## config.mk

```make
export PLATFORM = sky130hd
export DESIGN_NAME = hi6110_reg_reader
export DESIGN_NICKNAME = d
export VERILOG_FILES = /design/src/rtl/hi6110_pkg.sv /design/src/rtl/hi6110_bus_timer.sv /design/src/rtl/hi6110_reg_reader.sv
export SDC_FILE = /design/constraint.sdc
export NUM_CORES = 1
export LEC_CHECK = 0
export BUFFER_PORTS_ARGS = -buffer_cell sky130_fd_sc_hd__buf_2
export CORE_MARGIN = 2
export CORE_UTILIZATION = 40
export DETAILED_ROUTE_END_ITERATION = 8
export GPL_TIMING_DRIVEN = 0
export PLACE_DENSITY = 0.68
export SLEW_MARGIN = 20
export SYNTH_ARGS = -nofsm -noshare
export SYNTH_HDL_FRONTEND = slang
export SYNTH_SLANG_ARGS = --single-unit
```

## constraint.sdc

```tcl
create_clock -name clk -period 2.4 [get_ports clk]
set_clock_uncertainty 0.05 [all_clocks]
set_input_delay 0.24 -clock clk [delete_from_list [all_inputs] [get_ports clk]]
set_output_delay 0.24 -clock clk [all_outputs]
set_load 0.05 [all_outputs]
```

## src/rtl/hi6110_pkg.sv

```systemverilog
// Shared definitions for the HI-6110 host-side bus sequencers (read and write).
// Holds register address constants, the per-word frame timing defaults and
// the read sequencer state encoding.
package hi6110_pkg;

    // HI-6110 register addresses used by the host sequencers
    localparam logic [3:0] HI_ADDR_TX_STATUS = 4'b0000;
    localparam logic [3:0] HI_ADDR_RX_CMD    = 4'b0001;
    localparam logic [3:0] HI_ADDR_RX_DATA   = 4'b0010;
    localparam logic [3:0] HI_ADDR_CONTROL   = 4'b0100;

    // Frame shape of one word transfer, in clocks (tcnt runs 0..CYCLE_LEN-1)
    localparam int HI_CYCLE_LEN = 32;
    localparam int HI_CS_LO     = 5;
    localparam int HI_CS_HI     = 25;
    localparam int HI_STR_LO    = 10;
    localparam int HI_STR_HI    = 18;

    // Read sequencer states
    typedef enum logic [1:0] {
        ST_IDLE = 2'd0,
        ST_XFER = 2'd1,
        ST_NEXT = 2'd2
    } rd_state_t;

endpackage

```

## src/rtl/hi6110_bus_timer.sv

```systemverilog
// Frame timer for one HI-6110 bus word: tcnt counter plus registered cs/str
// decode. tcnt counts while i_run is high and is held at 0 otherwise, so a
// frame always starts from tcnt=0. o_capture and o_frame_end are single-cycle
// pulses decoded from the current tcnt.
module hi6110_bus_timer
    import hi6110_pkg::*;
#(
    parameter int CYCLE_LEN = HI_CYCLE_LEN,
    parameter int CS_LO     = HI_CS_LO,
    parameter int CS_HI     = HI_CS_HI,
    parameter int STR_LO    = HI_STR_LO,
    parameter int STR_HI    = HI_STR_HI
) (
    input  logic clk,
    input  logic rstn,
    input  logic i_run,
    output logic o_cs,
    output logic o_str,
    output logic o_capture,
    output logic o_frame_end
);

    localparam int TW = $clog2(CYCLE_LEN);
    localparam logic [TW-1:0] L_LAST   = TW'(CYCLE_LEN - 1);
    localparam logic [TW-1:0] L_CS_LO  = TW'(CS_LO);
    localparam logic [TW-1:0] L_CS_HI  = TW'(CS_HI);
    localparam logic [TW-1:0] L_STR_LO = TW'(STR_LO);
    localparam logic [TW-1:0] L_STR_HI = TW'(STR_HI);
    localparam logic [TW-1:0] L_CAP    = TW'(STR_HI + 1);
    localparam bit L_PARAMS_OK = (CS_LO < STR_LO) && (STR_LO <= STR_HI) &&
                                 (STR_HI < CS_HI) && (CS_HI < CYCLE_LEN - 1);

    logic [TW-1:0] r_tcnt;
    logic          r_cs;
    logic          r_str;
    logic          w_cs_win;
    logic          w_str_win;

    assign w_cs_win  = i_run && (r_tcnt >= L_CS_LO)  && (r_tcnt <= L_CS_HI);
    assign w_str_win = i_run && (r_tcnt >= L_STR_LO) && (r_tcnt <= L_STR_HI);

    // Frame counter: counts 0..CYCLE_LEN-1 while running, parked at 0 otherwise
    always_ff @(posedge clk or negedge rstn) begin
        if (!rstn) begin
            r_tcnt <= '0;
        end else if (!i_run || (r_tcnt == L_LAST)) begin
            r_tcnt <= '0;
        end else begin
            r_tcnt <= r_tcnt + 1'b1;
        end
    end

    // Registered active-low pin decode, one clock behind the tcnt window
    always_ff @(posedge clk or negedge rstn) begin
        if (!rstn) begin
            r_cs  <= 1'b1;
            r_str <= 1'b1;
        end else begin
            r_cs  <= ~w_cs_win;
            r_str <= ~w_str_win;
        end
    end

    assign o_cs        = r_cs;
    assign o_str       = r_str;
    assign o_capture   = i_run && (r_tcnt == L_CAP);
    assign o_frame_end = i_run && (r_tcnt == L_LAST);

    // Window ordering must leave str nested inside cs and a quiet tail before the frame end
    a_params_legal: assert property (@(posedge clk) L_PARAMS_OK);

endmodule

```

## src/rtl/hi6110_reg_reader.sv

```systemverilog
// HI-6110 register read sequencer. Accepts a burst request, runs one bus
// frame per word (CYCLE_LEN clocks plus one bookkeeping clock) and returns
// each captured word on rd_valid/rd_data, with rd_done after the last word.
// Handshake: rd_req is sampled only in IDLE; a request seen while busy is
// dropped. rd_valid and rd_done are single-cycle pulses with no back-pressure.
// Optional feature macro: HI6110_RD_VERIFY_EN reads every word twice at the
// same address and adds the rd_mismatch output.
module hi6110_reg_reader
    import hi6110_pkg::*;
#(
    parameter int CYCLE_LEN = HI_CYCLE_LEN,
    parameter int CS_LO     = HI_CS_LO,
    parameter int CS_HI     = HI_CS_HI,
    parameter int STR_LO    = HI_STR_LO,
    parameter int STR_HI    = HI_STR_HI,
    parameter int ADDR_INC  = 0
) (
    input  logic        clk,
    input  logic        rstn,
    input  logic        rd_req,
    input  logic [3:0]  rd_addr,
    input  logic [3:0]  rd_len,
    output logic        rd_busy,
    output logic        rd_valid,
    output logic [15:0] rd_data,
    output logic        rd_done,
    output logic [3:0]  reg_addr,
    inout  wire  [15:0] reg_data,
    output logic        cs,
    output logic        rw,
    output logic        str
`ifdef HI6110_RD_VERIFY_EN
    ,
    output logic        rd_mismatch
`endif
);

    rd_state_t   r_state;
    rd_state_t   w_next;
    logic [4:0]  r_cnt;
    logic [3:0]  r_addr;
    logic        r_busy;
    logic        r_valid;
    logic        r_done;
    logic [15:0] r_data;

    logic        w_run;
    logic        w_cs;
    logic        w_str;
    logic        w_capture;
    logic        w_frame_end;
    logic        w_accept;
    logic        w_done;
    logic        w_advance;
    logic        w_final;
    logic        w_repeat;
    logic [4:0]  w_len;

    assign w_run     = (r_state == ST_XFER);
    assign w_accept  = (r_state == ST_IDLE) && rd_req;
    assign w_len     = (rd_len == 4'd0) ? 5'd16 : {1'b0, rd_len};
    assign w_done    = (r_state == ST_NEXT) && (r_cnt == 5'd0);
    assign w_advance = (r_state == ST_NEXT) && (r_cnt != 5'd0) && !w_repeat;

    hi6110_bus_timer #(
        .CYCLE_LEN (CYCLE_LEN),
        .CS_LO     (CS_LO),
        .CS_HI     (CS_HI),
        .STR_LO    (STR_LO),
        .STR_HI    (STR_HI)
    ) u_timer (
        .clk         (clk),
        .rstn        (rstn),
        .i_run       (w_run),
        .o_cs        (w_cs),
        .o_str       (w_str),
        .o_capture   (w_capture),
        .o_frame_end (w_frame_end)
    );

`ifdef HI6110_RD_VERIFY_EN
    logic        r_pass2;
    logic [15:0] r_first;
    logic        r_mismatch;

    // Pass tracker: low during a word's first frame, high during its second
    always_ff @(posedge clk or negedge rstn) begin
        if (!rstn) begin
            r_pass2 <= 1'b0;
        end else if (w_frame_end) begin
            r_pass2 <= ~r_pass2;
        end
    end

    // Hold the first sample and compare it against the second at capture
    always_ff @(posedge clk or negedge rstn) begin
        if (!rstn) begin
            r_first    <= '0;
            r_mismatch <= 1'b0;
        end else if (w_capture) begin
            if (!r_pass2) begin
                r_first <= reg_data;
            end else begin
                r_mismatch <= (reg_data != r_first);
            end
        end
    end

    // Second frame delivers the word; NEXT after the first frame repeats the address
    assign w_final     = r_pass2;
    assign w_repeat    = r_pass2;
    assign rd_mismatch = r_mismatch;
`else
    assign w_final  = 1'b1;
    assign w_repeat = 1'b0;
`endif

    // State register
    always_ff @(posedge clk or negedge rstn) begin
        if (!rstn) begin
            r_state <= ST_IDLE;
        end else begin
            r_state <= w_next;
        end
    end

    // Next-state: one XFER frame per bus read, one NEXT clock between frames
    always_comb begin
        w_next = r_state;
        case (r_state)
            ST_IDLE: if (rd_req)      w_next = ST_XFER;
            ST_XFER: if (w_frame_end) w_next = ST_NEXT;
            ST_NEXT: w_next = (r_cnt == 5'd0) ? ST_IDLE : ST_XFER;
            default: w_next = ST_IDLE;
        endcase
    end

    // Remaining word count: loaded on accept, decremented when a word's last frame ends
    always_ff @(posedge clk or negedge rstn) begin
        if (!rstn) begin
            r_cnt <= '0;
        end else if (w_accept) begin
            r_cnt <= w_len;
        end else if (w_frame_end && w_final) begin
            r_cnt <= r_cnt - 5'd1;
        end
    end

    // Register address: changes only on accept or between words, while cs is high
    always_ff @(posedge clk or negedge rstn) begin
        if (!rstn) begin
            r_addr <= '0;
        end else if (w_accept) begin
            r_addr <= rd_addr;
        end else if (w_advance && (ADDR_INC != 0)) begin
            r_addr <= r_addr + 4'd1;
        end
    end

    // Busy flag from accept through the last word's bookkeeping clock
    always_ff @(posedge clk or negedge rstn) begin
        if (!rstn) begin
            r_busy <= 1'b0;
        end else if (w_accept) begin
            r_busy <= 1'b1;
        end else if (w_done) begin
            r_busy <= 1'b0;
        end
    end

    // Word capture on the edge where str returns high, with a one-cycle valid pulse
    always_ff @(posedge clk or negedge rstn) begin
        if (!rstn) begin
            r_data  <= '0;
            r_valid <= 1'b0;
        end else begin
            r_valid <= w_capture && w_final;
            if (w_capture && w_final) begin
                r_data <= reg_data;
            end
        end
    end

    // Burst completion pulse
    always_ff @(posedge clk or negedge rstn) begin
        if (!rstn) begin
            r_done <= 1'b0;
        end else begin
            r_done <= w_done;
        end
    end

    assign rd_busy  = r_busy;
    assign rd_valid = r_valid;
    assign rd_data  = r_data;
    assign rd_done  = r_done;
    assign reg_addr = r_addr;
    assign cs       = w_cs;
    assign str      = w_str;
    assign rw       = 1'b1;
    assign reg_data = 16'bz;

endmodule

```

# --- Yosys cells after proc, flatten, opt, wreduce, memory -nomap -nowiden ---
# Cells that the tools add are included.
op_classes:
  bitwise_logic: 2
  add_sub_neg: 2
  eq_ne: 6
  muxes: 10
  n_reduce_logical: 16
  n_lt_le_gt_ge: 4
op_table:
  columns: ["operator", "count"]
  rows:
  - ["5-bit 2-to-1 mux", 4]
  - ["5-bit == test, second input constant", 2]
  - ["5-bit <= comparator, second input constant", 2]
  - ["1-bit logical AND", 8]
  - ["2-bit one-hot mux with 3 select lines", 1]
  - ["5-bit by 1-bit adder with 5-bit output, second input constant", 1]
  - ["5-bit by 3-bit >= comparator with 1-bit output, second input constant", 1]
  - ["5-bit by 4-bit >= comparator with 1-bit output, second input constant", 1]
  - ["5-bit logical NOT", 1]
  - ["5-bit by 1-bit subtractor with 5-bit output, second input constant", 1]
  - ["4-bit logical NOT", 1]
  - ["2-bit 2-to-1 mux", 2]
  - ["2-bit inequality test, second input constant", 2]
  - ["2-bit nonzero test", 2]
  - ["1-bit 2-to-1 mux", 3]
  - ["2-bit by 1-bit == test with 1-bit output, second input constant", 1]
  - ["2-bit == test, second input constant", 1]
  - ["2-bit logical NOT", 1]
  - ["1-bit inverter", 2]
  - ["2-bit AND reduction", 1]
  - ["1-bit logical NOT", 1]
  - ["1-bit logical OR", 1]
word_totals:
  input_bits: 11
  ff_bits: 22
  output_inout_bits: 42
  wordCells: 50

# --- Logic depth before layout (Yosys ltp) ---
# Gate-level depths: netlist of the first run.
logic_depth:
  word_depth: 4
  ltp_mapped: 7
  mapped_depth_nobuf: 7

# --- Modules after synthesis ---
# From an unflattened synthesis of the first run, not the netlist that was laid out.
hier_totals:
  cells_unflattened: 127
  hier_area_um2: 1302.5
modules_own_cells:
  columns: ["mod", "instances", "seq_area_each_um2", "cells_per_inst", "area_per_inst_um2"]
  rows:
  - ["hi6110_reg_reader", 1, 375.4, 89, 924.6]
  - ["hi6110_bus_timer", 1, 177.7, 38, 377.9]

# --- Worst setup path before layout of the first run ---
# No wires, ideal clock.
synth_timing:
  path_kind: "register to register"
  start: "register u_timer.r_tcnt[0]"
  end: "register r_cnt[3]"
  setup_slack_ns: 0.434
  n_path_buf: 0
  path_stages_with_launch: 8
  synth_period_minus_slack_ns: 1.966
  required_ns: 2.224
  arrival_time_ns: 1.789
  setup_ns: 0.126
  cell_sequence: "dfrtp_1 ha_1 and3_1 ha_1 nand3b_4 inv_1 mux2_2 a221o_1"
synth_via:
  elab_chain_len: 3
synth_lines:
  columns: ["element", "line_no", "rtl"]
  rows:
  - ["start: declaration", "hi6110_bus_timer.sv:33", "logic [TW-1:0] r_tcnt;"]
  - ["start signal: assignment", "hi6110_bus_timer.sv:49", "r_tcnt <= r_tcnt + 1'b1;"]
  - ["5-bit == test", "hi6110_bus_timer.sv:67", "assign o_frame_end = i_run && (r_tcnt == L_LAST);"]
  - ["1-bit logical AND", "hi6110_bus_timer.sv:67", null]
  - ["2-bit nonzero test (no source line)", null, null]
  - ["end signal: assignment", "hi6110_reg_reader.sv:143", "r_cnt <= w_len;"]
  - ["end signal: assignment", "hi6110_reg_reader.sv:145", "r_cnt <= r_cnt - 5'd1;"]
  - ["end: declaration", "hi6110_reg_reader.sv:40", "logic [4:0] r_cnt;"]
# Every way passes these cells.
# A chain may end at the register's enable or synchronous reset.

# --- Final worst setup path of the first run ---
# Same ends and word-level chain as after synthesis.

==> run summary, run 1 <==
Status = completed
GP Congestion = 0.852
Worst-skew pair later-pin latency = 0.31 ns
Nets = 194
Total grt overflow = 0
Die area = 3700 µm²
Post-CTS sizing = 0
Core Rows = 20
TritonCTS clock tree = yes
Syn Area/Cell = 10.6 µm²
CP endpoint = r_cnt[3]$_DFFE_PN0P_
Routed len/inst = 9.79 µm
Clock buffer depth = 2
IO buf count = 35
Reg2reg start = u_timer.r_tcnt[0]$_DFF_PN0_
Combinational power share = 43.7%
Peak VDD IR = 0.000431 V
Max-slew headroom = 56.4%
Global-route wire length before repair = 3.67 mm
Setup TNS = 0 ns
Max-Cap Viols = 0
DRT iter0 DRCs = 13
Core area = 3050 µm²
GRT Util Overall = 13.3%
Switching fraction of total power = 43.0%
I/O Pins = 53
Final Hold Vio Count = 0
DR DRC count = 0
Pwr dens = 908 nW/µm²
Starting Density = 42.3%
R2R Path End = r_cnt[3]$_DFFE_PN0P_
Post-route insts no fill = 221
CP Class = reg2reg
Worst slew pin tran = 0.651 ns
CP required = 2.55 ns
Postcts setup bufs = 0
Worst reg2reg setup slack = 0.25 ns
DPL Wire Length = 1.71 mm
Worst-path fanout max = 7
DRT Wirelength = 2.16 mm
Final period util = 89.8%
Placed insts = 216
CTS H-tree depth = 1
Die X-Extent = 60.8 µm
Hold WC Path Type = in2reg
CTS root buf = clkbuf_4
Filler cells = 294
Cell Area, Synth = 1290 µm²
P_leak = 0.000918 µW
Die height = 60.8 µm
Crit path DAT = 2.31 ns
Seq cells post-synth = 22
Drt pass-1 iters = 2
Routed via count = 939
Share of the synthesized area in the top cell type = 38.8%
P_sw = 634 µW
Ys async rst share = 100%
Endpoints failing setup = 0
Register share of total power = 42.3%
Synth area leader = dfrtp_1
Post-synth EDFFs = 0
Vias per inst = 4.25
Area grow syn2layout = 25.8%
Crit start category = flip-flop
Ys flop type = dfrtp_1
Sequential area share after synthesis = 42.9%
Post-route minimum period = 2.15 ns
CP endpoint kind = flip-flop
Pint = 840 µW
Cell count after synthesis = 122
Clk network pwr share = 14.0%
Initial antenna violation count = 0
Achievable clock frequency = 464 MHz
Inserted Clock Buffers = 3
Largest net degree at the start of global routing = 23
Hold buffers post-CTS = 1
Vias in the first global route = 893
Critical Path Start = u_timer.r_tcnt[0]$_DFF_PN0_
RSZ-0062 raised after global routing = no
Ys Warns = 0
Clk pin slew, worst setup/hold paths = 0.12 ns
Worst Reg-to-Reg Cells = 7
Fin. max-slew vios = 0
Top cells by area, synth = dfrtp_1 (39%), buf_4 (19%), ha_1 (4.8%), mux2_2 (4.4%), dfstp_2 (4.1%)
# diodes = 0
Remaining antenna violation count = 0
Synth unique cells = 39
Layout cells sized above 1 = 46.3%
Clk sink count = 22
-- kinds of logic (layout without fill, tap and decap cells) --
logic type	Yosys count	in the layout	synth area share, %
xor+xnor	2	2	1.36
buf+inv	40	80	21.0
simple gates	29	29	14.6
compound gates	15	15	8.83
fa+ha+maj	5	5	4.85
flops	22	22	42.9
other cells	2	17	0.582
mux	7	7	5.92
-- cell type report --
class,instances,area (µm²),share of cell area [%]
Sequential cell,22,553,34.1
Multi-Input combinational cell,75,523,32.2
Buffer,33,244,15.0
Timing Repair Buffer,36,185,11.4
Tap cell,44,55.1,3.39
Clock buffer,4,36.3,2.24
Inverter,7,26.3,1.62
-- power groups by stage --
stage	sequential (µW)	clock (µW)	combinational (µW)
after floorplan	750	0	389
after global placement	622	0	628
after detailed placement	633	0	650
after CTS	625	213	653
after global routing	646	230	724
final	624	206	645
-- registers in the layout, indices dropped and copies added, names as in the netlist --
| register | flops |
|---|---|
| u_timer.r_tcnt | 5 |
| u_timer.o_cs | 1 |
| rd_data | 1 |
| u_timer.o_str | 1 |
| rd_done | 1 |
| r_cnt | 5 |
| rd_busy | 1 |
| rd_valid | 1 |
| reg_addr | 4 |
| r_state | 2 |
-- how the worst min path moves through the flow --
stage          startpoint                       to  depth (start not counted)
2_1_floorplan        rstn     r_cnt[0]$_DFFE_PN0P_                          0
3_3_place_gp         rstn  reg_addr[0]$_DFFE_PN0P_                          1
3_5_place_dp         rstn  reg_addr[0]$_DFFE_PN0P_                          1
4_1_cts        rd_addr[0]  reg_addr[0]$_DFFE_PN0P_                          2
5_1_grt        rd_addr[1]  reg_addr[1]$_DFFE_PN0P_                          2
6_report       rd_addr[0]  reg_addr[0]$_DFFE_PN0P_                          2
-- through the flow --
step	power [µW]	setup WS, ns	cell area, µm²	hold slack [ns]	util, %
after global routing	1600	0.101	1620	0.0819	53.2
final	1470	0.245	1620	0.102	53.2
after CTS	1490	0.227	1620	0.0893	53.2
after global placement	1250	0.283	1580	0.177	51.6
after floorplan	1140	0.434	1350	-0.106	-
after detailed placement	1280	0.263	1580	0.182	51.6
-- routing by layer --
layer	vias up	share of wire (%)	global-route usage, %
li1	479	-	-
met1	415	46	15.8
met2	40	45	22.7
met3	5	6.4	1.92
met4	0	2.3	8.07
met5	-	0	0
-- cell usage in the layout (no fill, tap or decap), types with 4 or more instances in the layout --
cell / instances
mux2_2: 5
o21ai_0: 4
buf_2: 35
dfrtp_1: 20
buf_4: 32
nor2_1: 7
conb_1: 17
inv_1: 7
ha_1: 5
-- worst max-delay path, cell delays in order, from the launching register on --
cell and delay [ns]:
dfrtp_1 0.48, ha_1 0.23, and3_1 0.16, ha_1 0.20, nand3b_4 0.14, inv_1 0.15, mux2_2 0.35, a221o_1 0.28
-- synth_stat cells (all sizes together) (2+ instances only) --
cell    instances
nor3b           3
dfstp           2
mux2i           2
buf            32
or3             2
ha              5
dfrtp          20
nand3           2
nand2           3
mux2            5
a221o           2
conb            2
inv             7
or3b            2
nand2b          2
nor2            7
o21ai           4
(Power assumes the default switching activity.)
==> run 2: changes to the inputs <==
- CORE_UTILIZATION: 40 -> 47
- MAX_ROUTING_LAYER: unset -> met4
- PLACE_DENSITY: 0.68 -> 0.78
- SETUP_SLACK_MARGIN: unset -> 0.1
==> run 2 against run 1 <==
Sequential share of layout area rose by 0.077 points. Critical path type unchanged. Routed wire length grew 5.0%. Flip-flop and latch count unchanged. Count of clock-buffer cells in the layout down 1. Highest routed layer unchanged. Register-to-register slack better by 0.02 ns. Die area shrank 14%. Combinational power is 1% higher. Design area unchanged. Critical path depth is the same. Largest power group unchanged. Non-clock buffer count unchanged.
==> run summary, run 2 (synthesis gave the netlist of run 1 again) <==
Status = completed
Hold WC Path Type = in2reg
Post-route insts no fill = 207 (-6.3%)
Drt pass-1 iters = 4 (+2)
Die X-Extent = 56.4 µm (-7.2%)
CP endpoint kind = flip-flop
Initial antenna violation count = 0 (unchanged)
Vias per inst = 4.67 (+9.8%)
DRT Wirelength = 2.27 mm (+5.0%)
Clock buffer depth = 2 (unchanged)
Filler cells = 214 (-27%)
Min-delay src = rd_addr[1]
Layout cells sized above 1 = 46.9% (+0.56 points)
Total grt overflow = 0 (unchanged)
Fin. max-slew vios = 0 (unchanged)
Achievable clock frequency = 468 MHz (+0.87%)
CTS H-tree depth = 1 (unchanged)
RSZ-0062 raised after global routing = no
CP required = 2.57 ns (+0.02 ns)
Sequential cell area = 554 µm² (+0.23%)
P_leak = 0.000923 µW (+0.64%)
Inserted Clock Buffers = 3 (unchanged)
Die height = 56.4 µm (-7.2%)
Placed insts = 202 (-6.5%)
Hold Slack = 0.0961 ns (-0.00544 ns)
Critical Path Start = u_timer.r_tcnt[0]$_DFF_PN0_
DP Area = 1560 µm² (-1.1%)
Largest net degree at the start of global routing = 23 (unchanged)
Most common cell after layout, fill and taps aside = buf_2
Fin area = 1620 µm² (unchanged)
Routed len/inst = 11.0 µm (+12%)
GP Congestion = 0.737 (-13%)
Worst-path fanout max = 7 (unchanged)
Nets = 194 (unchanged)
DPL Wire Length = 1.78 mm (+3.6%)
Peak VDD IR = 0.000758 V (+76%)
CTS root buf = clkbuf_4
Setup TNS = 0 ns (unchanged)
CP Class = reg2reg
Max-Cap Viols = 0 (unchanged)
Worst Reg-to-Reg Cells = 7 (unchanged)
Post-route minimum period = 2.14 ns (-0.0187 ns)
Pwr dens = 965 nW/µm² (+6.3%)
Starting Density = 50.7% (+8.4 points)
Endpoints failing setup = 0 (unchanged)
Worst-skew pair later-pin latency = 0.32 ns (about the same)
Remaining antenna violation count = 0 (unchanged)
Crit path DAT = 2.30 ns (about the same)
Hold path cells = 2 (unchanged)
Routed via count = 966 (+2.9%)
Final Hold Vio Count = 0 (unchanged)
Global-route wire length before repair = 3.87 mm (+5.4%)
Worst slew pin tran = 0.663 ns (+0.0122 ns)
# diodes = 0 (unchanged)
Final period util = 89.0% (-0.78 points)
Reg2reg start = u_timer.r_tcnt[0]$_DFF_PN0_
DR DRC count = 0 (unchanged)
I/O Pins = 53 (unchanged)
Max-slew headroom = 55.6% (-0.82 points)
Multi-input combinational cell area = 523 µm² (unchanged)
DRT iter0 DRCs = 14 (+1)
IO buf count = 35 (unchanged)
Clk pin slew, worst setup/hold paths = 0.13 ns (about the same)
GRT Util Overall = 15.5% (+2.2 points)
Vias in the first global route = 942 (+5.5%)
Die area = 3180 µm² (-14%)
Core Rows = 18 (-10%)
Area grow syn2layout = 25.8% (unchanged)
Clk sink count = 22 (unchanged)
Core area = 2540 µm² (-17%)
TritonCTS clock tree = yes
Crit start category = flip-flop
Most frequent cells in the layout = buf_2 (35), buf_4 (32), dfrtp_1 (19)
-- run 2: changes by cell type in the layout (fill, tap and decap cells not counted) --
cell,delta
bufinv_16,+1
clkbuf_8,-1
dfrtp_2,+1
dfrtp_1,-1
-- run 2: layer usage --
metal	vias up	part of all wire, %	global-route usage [%]
met3	2	4.2	4.15
met1	464	39	15.6
met4	0	0.22	2.38
met5	-	0	-
li1	476	-	-
met2	24	57	30.3
-- run 2: cell type report --
class                      count  area share (%)
sequential                    22            34.2
multi-input combinational     75            32.2
buffer                        33            15.0
timing repair buffer          36            11.4
tap                           30            2.31
clock inverter                 1            1.85
inverter                       7            1.62
clock buffer                   3            1.39
-- run 2: power breakdown --
part           internal, µW  switching, µW  leakage [µW]
logic                   241            411      0.000628
clock network           169            117     0.0000279
registers               509            119      0.000268
-- run 2: critical path, stage by stage, from the launching register on --
cell	delay (ns)
dfrtp_1	0.48
ha_1	0.24
and3_1	0.16
ha_1	0.20
nand3b_4	0.13
inv_1	0.14
mux2_2	0.34
a221o_1	0.29
-- run 2: final timing paths --
| check | end | slack [ns] |
|---|---|---|
| min in group asynchronous | r_state[0]$_DFFE_PN0P_ | 0.35 |
| worst max register to register | r_cnt[3]$_DFFE_PN0P_ | 0.26 |
| worst min register to register | rd_done$_DFF_PN0_ | 0.46 |
| worst min-delay path | reg_addr[1]$_DFFE_PN0P_ | 0.1 |
| max in group asynchronous | u_timer.o_cs$_DFF_PN1_ | 1.60 |
| worst max-delay path | r_cnt[3]$_DFFE_PN0P_ | 0.26 |
-- run 2: repair_timing --
item	in CTS	in global routing
buffers inserted	0	0
resized for setup	0	1
setup endpoints to repair	0	1
endpoints found under the hold margin	20	0
hold buffers	1	0
-- run 2: per-stage QoR --
| stage | power [µW] | utilization [%] | worst slack, ns |
|---|---|---|---|
| 3_3_place_gp | 1250 | 61.3 | 0.294 |
| 5_1_grt | 1670 | 63.8 | 0.113 |
| 3_5_place_dp | 1280 | 61.3 | 0.288 |
| 2_1_floorplan | 1140 | - | 0.434 |
| 4_1_cts | 1570 | 63.7 | 0.265 |
| 6_report | 1570 | 63.8 | 0.264 |
